File: src/rtl/commit_mem_read_rbuffer_if.sv
// Bus bundle between the commit-stage read controller / load lookup and the read-return buffer.
// master drives beats, clears and queries; slave (the buffer) returns hit data and line status.
interface commit_mem_read_rbuffer_if #(
   parameter int LINE_WORDS = 8
);
   logic                  i_uncached_en;
   logic [31:0]           i_uncached_addr;
   logic [31:0]           i_uncached_data;
   logic                  i_uncached_pop;
   logic                  i_cached_en;
   logic [31:0]           i_cached_addr;
   logic [31:0]           i_cached_data;
   logic                  i_cached_clear;
   logic                  i_flush;
   logic                  i_query_en;
   logic [31:0]           i_query_addr;
   logic                  i_query_uncached;
   logic                  o_query_hit;
   logic [31:0]           o_query_data;
   logic [LINE_WORDS-1:0] o_line_valid;
   logic [31:0]           o_line_addr;
   logic                  o_line_complete;
   logic                  o_busy;

   modport master (
      output i_uncached_en, i_uncached_addr, i_uncached_data, i_uncached_pop,
      output i_cached_en, i_cached_addr, i_cached_data, i_cached_clear,
      output i_flush, i_query_en, i_query_addr, i_query_uncached,
      input  o_query_hit, o_query_data, o_line_valid, o_line_addr, o_line_complete, o_busy
   );

   modport slave (
      input  i_uncached_en, i_uncached_addr, i_uncached_data, i_uncached_pop,
      input  i_cached_en, i_cached_addr, i_cached_data, i_cached_clear,
      input  i_flush, i_query_en, i_query_addr, i_query_uncached,
      output o_query_hit, o_query_data, o_line_valid, o_line_addr, o_line_complete, o_busy
   );
endinterface

File: src/rtl/commit_mem_read_rbuffer.sv
// Read-return buffer: one refill line collected word-by-word plus one uncached result slot,
// with a zero-cycle lookup so loads can be served before the dcache data array is rewritten.
module commit_mem_read_rbuffer #(
   parameter int LINE_WORDS = 8,
   parameter bit BYPASS_EN  = 1'b1
) (
   input  logic                  clk,
   input  logic                  resetn,
   commit_mem_read_rbuffer_if.slave bus
);
   localparam int          IDXW      = (LINE_WORDS > 1) ? $clog2(LINE_WORDS) : 1;
   localparam logic [31:0] LINE_MASK = ~(32'(4 * LINE_WORDS) - 32'd1);

   typedef enum logic [1:0] {
      EMPTY    = 2'd0,
      FILLING  = 2'd1,
      COMPLETE = 2'd2
   } line_state_t;

   line_state_t           state_reg;
   logic [LINE_WORDS-1:0] valid_reg;
   logic [31:0]           line_addr_reg;
   logic [31:0]           line_mem [LINE_WORDS];
   logic                  unc_valid_reg;
   logic [31:0]           unc_addr_reg;
   logic [31:0]           unc_data_reg;

   logic [IDXW-1:0]       c_idx;
   logic [IDXW-1:0]       q_idx;
   logic [LINE_WORDS-1:0] c_onehot;
   logic [LINE_WORDS-1:0] fill_mask;
   logic                  c_accept;
   logic                  c_same_line;
   logic                  q_hit;
   logic [31:0]           q_data;

   assign c_idx       = IDXW'((bus.i_cached_addr >> 2) & 32'(LINE_WORDS - 1));
   assign q_idx       = IDXW'((bus.i_query_addr >> 2) & 32'(LINE_WORDS - 1));
   // A beat is written unless the line is being dropped or is already complete.
   assign c_accept    = bus.i_cached_en && !bus.i_cached_clear && (state_reg != COMPLETE);
   assign c_same_line = (bus.i_cached_addr & LINE_MASK) == line_addr_reg;
   assign fill_mask   = valid_reg | c_onehot;

   generate
      for (genvar gi = 0; gi < LINE_WORDS; gi++) begin : g_onehot
         assign c_onehot[gi] = (c_idx == IDXW'(gi));
      end
   endgenerate

   always_ff @(posedge clk) begin
      if (!resetn) begin
         state_reg     <= EMPTY;
         valid_reg     <= '0;
         line_addr_reg <= '0;
      end else if (bus.i_cached_clear) begin
         state_reg <= EMPTY;
         valid_reg <= '0;
      end else if (c_accept) begin
         if (state_reg == FILLING && c_same_line) begin
            valid_reg <= fill_mask;
            if (&fill_mask) begin
               state_reg <= COMPLETE;
            end
         end else begin
            // First beat of a line, or a different-tag beat that restarts the line.
            line_addr_reg <= bus.i_cached_addr & LINE_MASK;
            valid_reg     <= c_onehot;
            state_reg     <= (&c_onehot) ? COMPLETE : FILLING;
         end
      end
   end

   always_ff @(posedge clk) begin
      if (c_accept) begin
         line_mem[c_idx] <= bus.i_cached_data;
      end
   end

   always_ff @(posedge clk) begin
      if (!resetn) begin
         unc_valid_reg <= 1'b0;
         unc_addr_reg  <= '0;
         unc_data_reg  <= '0;
      end else if (bus.i_uncached_en) begin
         unc_valid_reg <= 1'b1;
         unc_addr_reg  <= bus.i_uncached_addr;
         unc_data_reg  <= bus.i_uncached_data;
      end else if (bus.i_uncached_pop || bus.i_flush) begin
         unc_valid_reg <= 1'b0;
      end
   end

   // Same-cycle beats take priority over stored contents since they overwrite them at the edge.
   always_comb begin
      q_hit  = 1'b0;
      q_data = '0;
      if (bus.i_query_en) begin
         if (bus.i_query_uncached) begin
            if (BYPASS_EN && bus.i_uncached_en &&
                bus.i_uncached_addr[31:2] == bus.i_query_addr[31:2]) begin
               q_hit  = 1'b1;
               q_data = bus.i_uncached_data;
            end else if (unc_valid_reg && unc_addr_reg[31:2] == bus.i_query_addr[31:2]) begin
               q_hit  = 1'b1;
               q_data = unc_data_reg;
            end
         end else begin
            if (BYPASS_EN && c_accept &&
                bus.i_cached_addr[31:2] == bus.i_query_addr[31:2]) begin
               q_hit  = 1'b1;
               q_data = bus.i_cached_data;
            end else if (state_reg != EMPTY &&
                         (bus.i_query_addr & LINE_MASK) == line_addr_reg &&
                         valid_reg[q_idx]) begin
               q_hit  = 1'b1;
               q_data = line_mem[q_idx];
            end
         end
      end
   end

   assign bus.o_query_hit     = q_hit;
   assign bus.o_query_data    = q_data;
   assign bus.o_line_valid    = valid_reg;
   assign bus.o_line_addr     = line_addr_reg;
   assign bus.o_line_complete = (state_reg == COMPLETE);
   assign bus.o_busy          = (state_reg != EMPTY) || unc_valid_reg;
endmodule

File: src/flat_wrapper.sv
// flat-port wrapper written by rule: the top's interface ports become plain ports
module commit_mem_read_rbuffer_flat 
#(
   parameter int LINE_WORDS = 8,
   parameter bit BYPASS_EN  = 1'b1
)
  (clk, resetn, bus_i_uncached_en, bus_i_uncached_addr, bus_i_uncached_data, bus_i_uncached_pop, bus_i_cached_en, bus_i_cached_addr, bus_i_cached_data, bus_i_cached_clear, bus_i_flush, bus_i_query_en, bus_i_query_addr, bus_i_query_uncached, bus_o_query_hit, bus_o_query_data, bus_o_line_valid, bus_o_line_addr, bus_o_line_complete, bus_o_busy);
  commit_mem_read_rbuffer_if #(.LINE_WORDS(LINE_WORDS)) bus_i ();
  input  logic clk;
  input  logic resetn;
  input wire logic [$bits(bus_i.i_uncached_en)-1:0] bus_i_uncached_en;
  input wire logic [$bits(bus_i.i_uncached_addr)-1:0] bus_i_uncached_addr;
  input wire logic [$bits(bus_i.i_uncached_data)-1:0] bus_i_uncached_data;
  input wire logic [$bits(bus_i.i_uncached_pop)-1:0] bus_i_uncached_pop;
  input wire logic [$bits(bus_i.i_cached_en)-1:0] bus_i_cached_en;
  input wire logic [$bits(bus_i.i_cached_addr)-1:0] bus_i_cached_addr;
  input wire logic [$bits(bus_i.i_cached_data)-1:0] bus_i_cached_data;
  input wire logic [$bits(bus_i.i_cached_clear)-1:0] bus_i_cached_clear;
  input wire logic [$bits(bus_i.i_flush)-1:0] bus_i_flush;
  input wire logic [$bits(bus_i.i_query_en)-1:0] bus_i_query_en;
  input wire logic [$bits(bus_i.i_query_addr)-1:0] bus_i_query_addr;
  input wire logic [$bits(bus_i.i_query_uncached)-1:0] bus_i_query_uncached;
  output wire logic [$bits(bus_i.o_query_hit)-1:0] bus_o_query_hit;
  output wire logic [$bits(bus_i.o_query_data)-1:0] bus_o_query_data;
  output wire logic [$bits(bus_i.o_line_valid)-1:0] bus_o_line_valid;
  output wire logic [$bits(bus_i.o_line_addr)-1:0] bus_o_line_addr;
  output wire logic [$bits(bus_i.o_line_complete)-1:0] bus_o_line_complete;
  output wire logic [$bits(bus_i.o_busy)-1:0] bus_o_busy;
  assign bus_i.i_uncached_en = bus_i_uncached_en;
  assign bus_i.i_uncached_addr = bus_i_uncached_addr;
  assign bus_i.i_uncached_data = bus_i_uncached_data;
  assign bus_i.i_uncached_pop = bus_i_uncached_pop;
  assign bus_i.i_cached_en = bus_i_cached_en;
  assign bus_i.i_cached_addr = bus_i_cached_addr;
  assign bus_i.i_cached_data = bus_i_cached_data;
  assign bus_i.i_cached_clear = bus_i_cached_clear;
  assign bus_i.i_flush = bus_i_flush;
  assign bus_i.i_query_en = bus_i_query_en;
  assign bus_i.i_query_addr = bus_i_query_addr;
  assign bus_i.i_query_uncached = bus_i_query_uncached;
  assign bus_o_query_hit = bus_i.o_query_hit;
  assign bus_o_query_data = bus_i.o_query_data;
  assign bus_o_line_valid = bus_i.o_line_valid;
  assign bus_o_line_addr = bus_i.o_line_addr;
  assign bus_o_line_complete = bus_i.o_line_complete;
  assign bus_o_busy = bus_i.o_busy;
  commit_mem_read_rbuffer #(.LINE_WORDS(LINE_WORDS), .BYPASS_EN(BYPASS_EN)) u_core (.clk(clk), .resetn(resetn), .bus(bus_i));
endmodule
File: config.mk
export PLATFORM = sky130hd
export DESIGN_NAME = commit_mem_read_rbuffer_flat
export DESIGN_NICKNAME = d
export VERILOG_FILES = /design/src/rtl/commit_mem_read_rbuffer_if.sv /design/src/rtl/commit_mem_read_rbuffer.sv /design/src/flat_wrapper.sv
export SDC_FILE = /design/constraint.sdc
export NUM_CORES = 1
export LEC_CHECK = 0
export BUFFER_PORTS_ARGS = -buffer_cell sky130_fd_sc_hd__buf_2
export CELL_PAD_IN_SITES_DETAIL_PLACEMENT = 0
export CELL_PAD_IN_SITES_GLOBAL_PLACEMENT = 1
export CORE_UTILIZATION = 48
export CTS_CLUSTER_DIAMETER = 50
export DETAILED_ROUTE_END_ITERATION = 10
export PLACE_DENSITY_LB_ADDON = 0.08
export SYNTH_ARGS = -nofsm -noshare
export SYNTH_HDL_FRONTEND = slang
export SYNTH_SLANG_ARGS = --single-unit
File: constraint.sdc
create_clock -name clk -period 4.99 [get_ports clk]
set_input_delay 0.499 -clock clk [delete_from_list [all_inputs] [get_ports clk]]
set_output_delay 0.499 -clock clk [all_outputs]
set_load 0.01 [all_outputs]
==> results.tsv <==
metric	value	unit
place_area	18090	um2
drive_above_1_share	36.43	%
final_cell_area	19550	um2
io_buffer_count	232	
nets	1503	
clk_latency	540	ps
wl_per_cell	23.90	um
clockRootBuffer	clkbuf_16	
fin_crit_sh	76.35	%
ant_nets	0	
yosys_warnings	0	
cp_slowest_cell	and3_2	
synth_ff_type	edfxtp_1	
drc	0	
crit_required	4490	ps
hold_viol_final	0	
io_pins	244	
dp_cells	1738	
p_per_area	360.3	nW/um2
synthArstFlopShare	0	%
antenna_found_initial	3	
ys_ff_latch	356	
fin_skew	17.49	ps
slowest_delay	790	ps
grt_max_degree	92	
crit_path_end_kind	output port	
ys_top_cells_by_area	edfxtp_1, dfxtp_1, mux4_2, mux2i_1, xnor2_1	
grt_usage	24.77	%
post-place-ws	1195	ps
power	7.043	mW
holdBufCountCts	0	
cts-resized-gates	0	
initial_core_util	48.98	%
rsz0062_at_grt	no	
dpl.hpwl	27140	um
cpMostUsedCell	buf_4	
grt_overflow	0	
maxSlewViolCount	0	
period_minus_slack	3810	ps
stdcell_count	1818	
cts_buffers	42	
status	completed	
setup-tns-final	0	ps
path_class	in -> out	
crit_arrival	3310	ps
routed_wl	43450	um
vias	10070	
ys_seq_area_share	58.70	%
ir_drop	0.0003346	V
largest_register_ffs	256	
die_x	187.4	um
synth-edff-count	256	
htree_num_levels	2	
cts.sinks	356	
final_util	58.00	%
fmax	0.2625	GHz
yosys.area.top_type_share	46.57	%
synth_area	16510	um2
cts_setup_buffers	0	
post_synth_num_cell_types	46	
cap_violations	0	
syn2layout_area_growth	18.41	%
firstDrtPassIters	5	
hold_class	in -> reg	
finalWeightedCongestion	0.8372	
crit_fanout	21	
rows	67	
critPathLaunchType	input port	
cts_tree	yes	
synth_area_leader_cell	edfxtp_1	
worstMarginPinSlew	992.8	ps
clock_path_buffers	3	
grt_pass1_vias	10130	
grt_pass1_wl	64960	um
core	33700	um2
drtIter0Drc	628	
final.setup.worst_slack	1180	ps
hold_ws	245.2	ps
setup_viol	0	
die_y	187.4	um
clk_pin_slew	60	ps
vias_per_cell	5.541	
syn_area_per_cell	14.90	um2
dieArea	35140	um2
leakage	7.109	nW
syn_inst	1108	
path_cells	buf_4, nand4_1, nor4_2, and3_2, buf_4, a221oi_2, a21oi_2, buf_2	
slew_headroom	33.65	%
## cells by family (layout without fill, tap and decap cells)
family / count (synthesis) / count (layout) / share of synthesized area (%)
AND/OR/NAND/NOR: 213 / 213 / 7.678
XOR/XNOR: 144 / 144 / 7.777
multiplexers: 188 / 188 / 16.65
AO/OA/AOI/OAI: 119 / 119 / 6.511
buffers and inverters: 87 / 342 / 2.668
other: 1 / 8 / 0.02272
flip-flops: 356 / 356 / 58.70
## Yosys cell counts, types with 3 or more instances
cell type  instances
a21oi_1           43
a21oi_2           30
a221oi_2          30
buf_2             13
buf_4              5
buf_6              9
clkbuf_1          46
clkbuf_4           3
dfxtp_1          100
edfxtp_1         256
inv_1              9
mux2_2            32
mux2i_1           90
mux4_2            66
nand2_1            5
nand2b_1           6
nand3_1           37
nand4_1           24
nor2_1            11
nor2b_1           95
nor3_1             8
nor4_1            16
nor4_2             3
xnor2_1           76
xnor2_2            3
xor2_1            65
## cells in the final DEF (no fill, tap or decap), drive strengths merged, types with 2 or more instances in the layout
| cell | Yosys | routed |
|---|---|---|
| a21o | 2 | 2 |
| conb | 1 | 5 |
| nor4 | 19 | 19 |
| mux2i | 90 | 90 |
| o22a | 2 | 2 |
| clkinv | 0 | 13 |
| or4 | 3 | 3 |
| nand2b | 6 | 6 |
| nor3 | 8 | 8 |
| o21ba | 2 | 2 |
| xor2 | 65 | 65 |
| nand2 | 5 | 5 |
| a221oi | 32 | 32 |
| a21oi | 73 | 73 |
| nor3b | 2 | 2 |
| mux2 | 32 | 32 |
| nor2 | 11 | 11 |
| inv | 9 | 13 |
| dfxtp | 100 | 100 |
| bufinv | 0 | 4 |
| mux4 | 66 | 66 |
| nand4 | 24 | 24 |
| edfxtp | 256 | 256 |
| xnor2 | 79 | 79 |
| a211oi | 2 | 2 |
| nand3 | 37 | 37 |
| clkbuf | 49 | 55 |
| buf | 29 | 256 |
| diode | 0 | 3 |
| nor2b | 95 | 95 |
## per-layer routing
metal	track usage, %	part of all wire, %	vias up
met5	0	0	-
met4	5.503	1.3	0
met3	4.053	5.5	42
met2	38.98	47	309
met1	36.20	46	5051
li1	-	-	4672
## path summary, 6_finish.rpt
check,slack [ps],from,end,depth (start not counted)
hold / removal,250,bus_i_uncached_data[25],u_core.unc_data_reg[25]$_SDFFE_PN0P_,3
setup / recovery,1180,bus_i_uncached_en,bus_o_query_data[26],8
hold reg to reg,500,u_core.bus.o_line_valid[0]$_SDFFE_PP0P_,u_core.bus.o_line_valid[0]$_SDFFE_PP0P_,2
setup reg to reg,1990,u_core.state_reg[1]$_SDFFE_PP0P_,u_core.line_mem[7][21]$_DFFE_PP_,5
## layout make-up
class	count	area [um2]
Fill cell	2828	14150
Sequential cell	356	9689
Inverter	9	33.78
Clock buffer	55	1191
Clock inverter	22	254.0
Tap cell	448	560.5
Multi-Input combinational cell	669	6451
Timing Repair Buffer	256	1359
Antenna cell	3	7.507
## worst max-delay path, delay by kind of cell
kind            cells  cell delay (ps)
compound gates      2              310
buf+inv             3              980
simple gates        3             1490
## where the power goes
part | internal, mW | leakage, nW | switching, mW
clock | 1.91 | 0.710 | 1.23
combinational | 0.282 | 3.26 | 0.347
sequential | 3.23 | 3.13 | 0.0414
No activity file was read; power rests on OpenSTA's default activity.
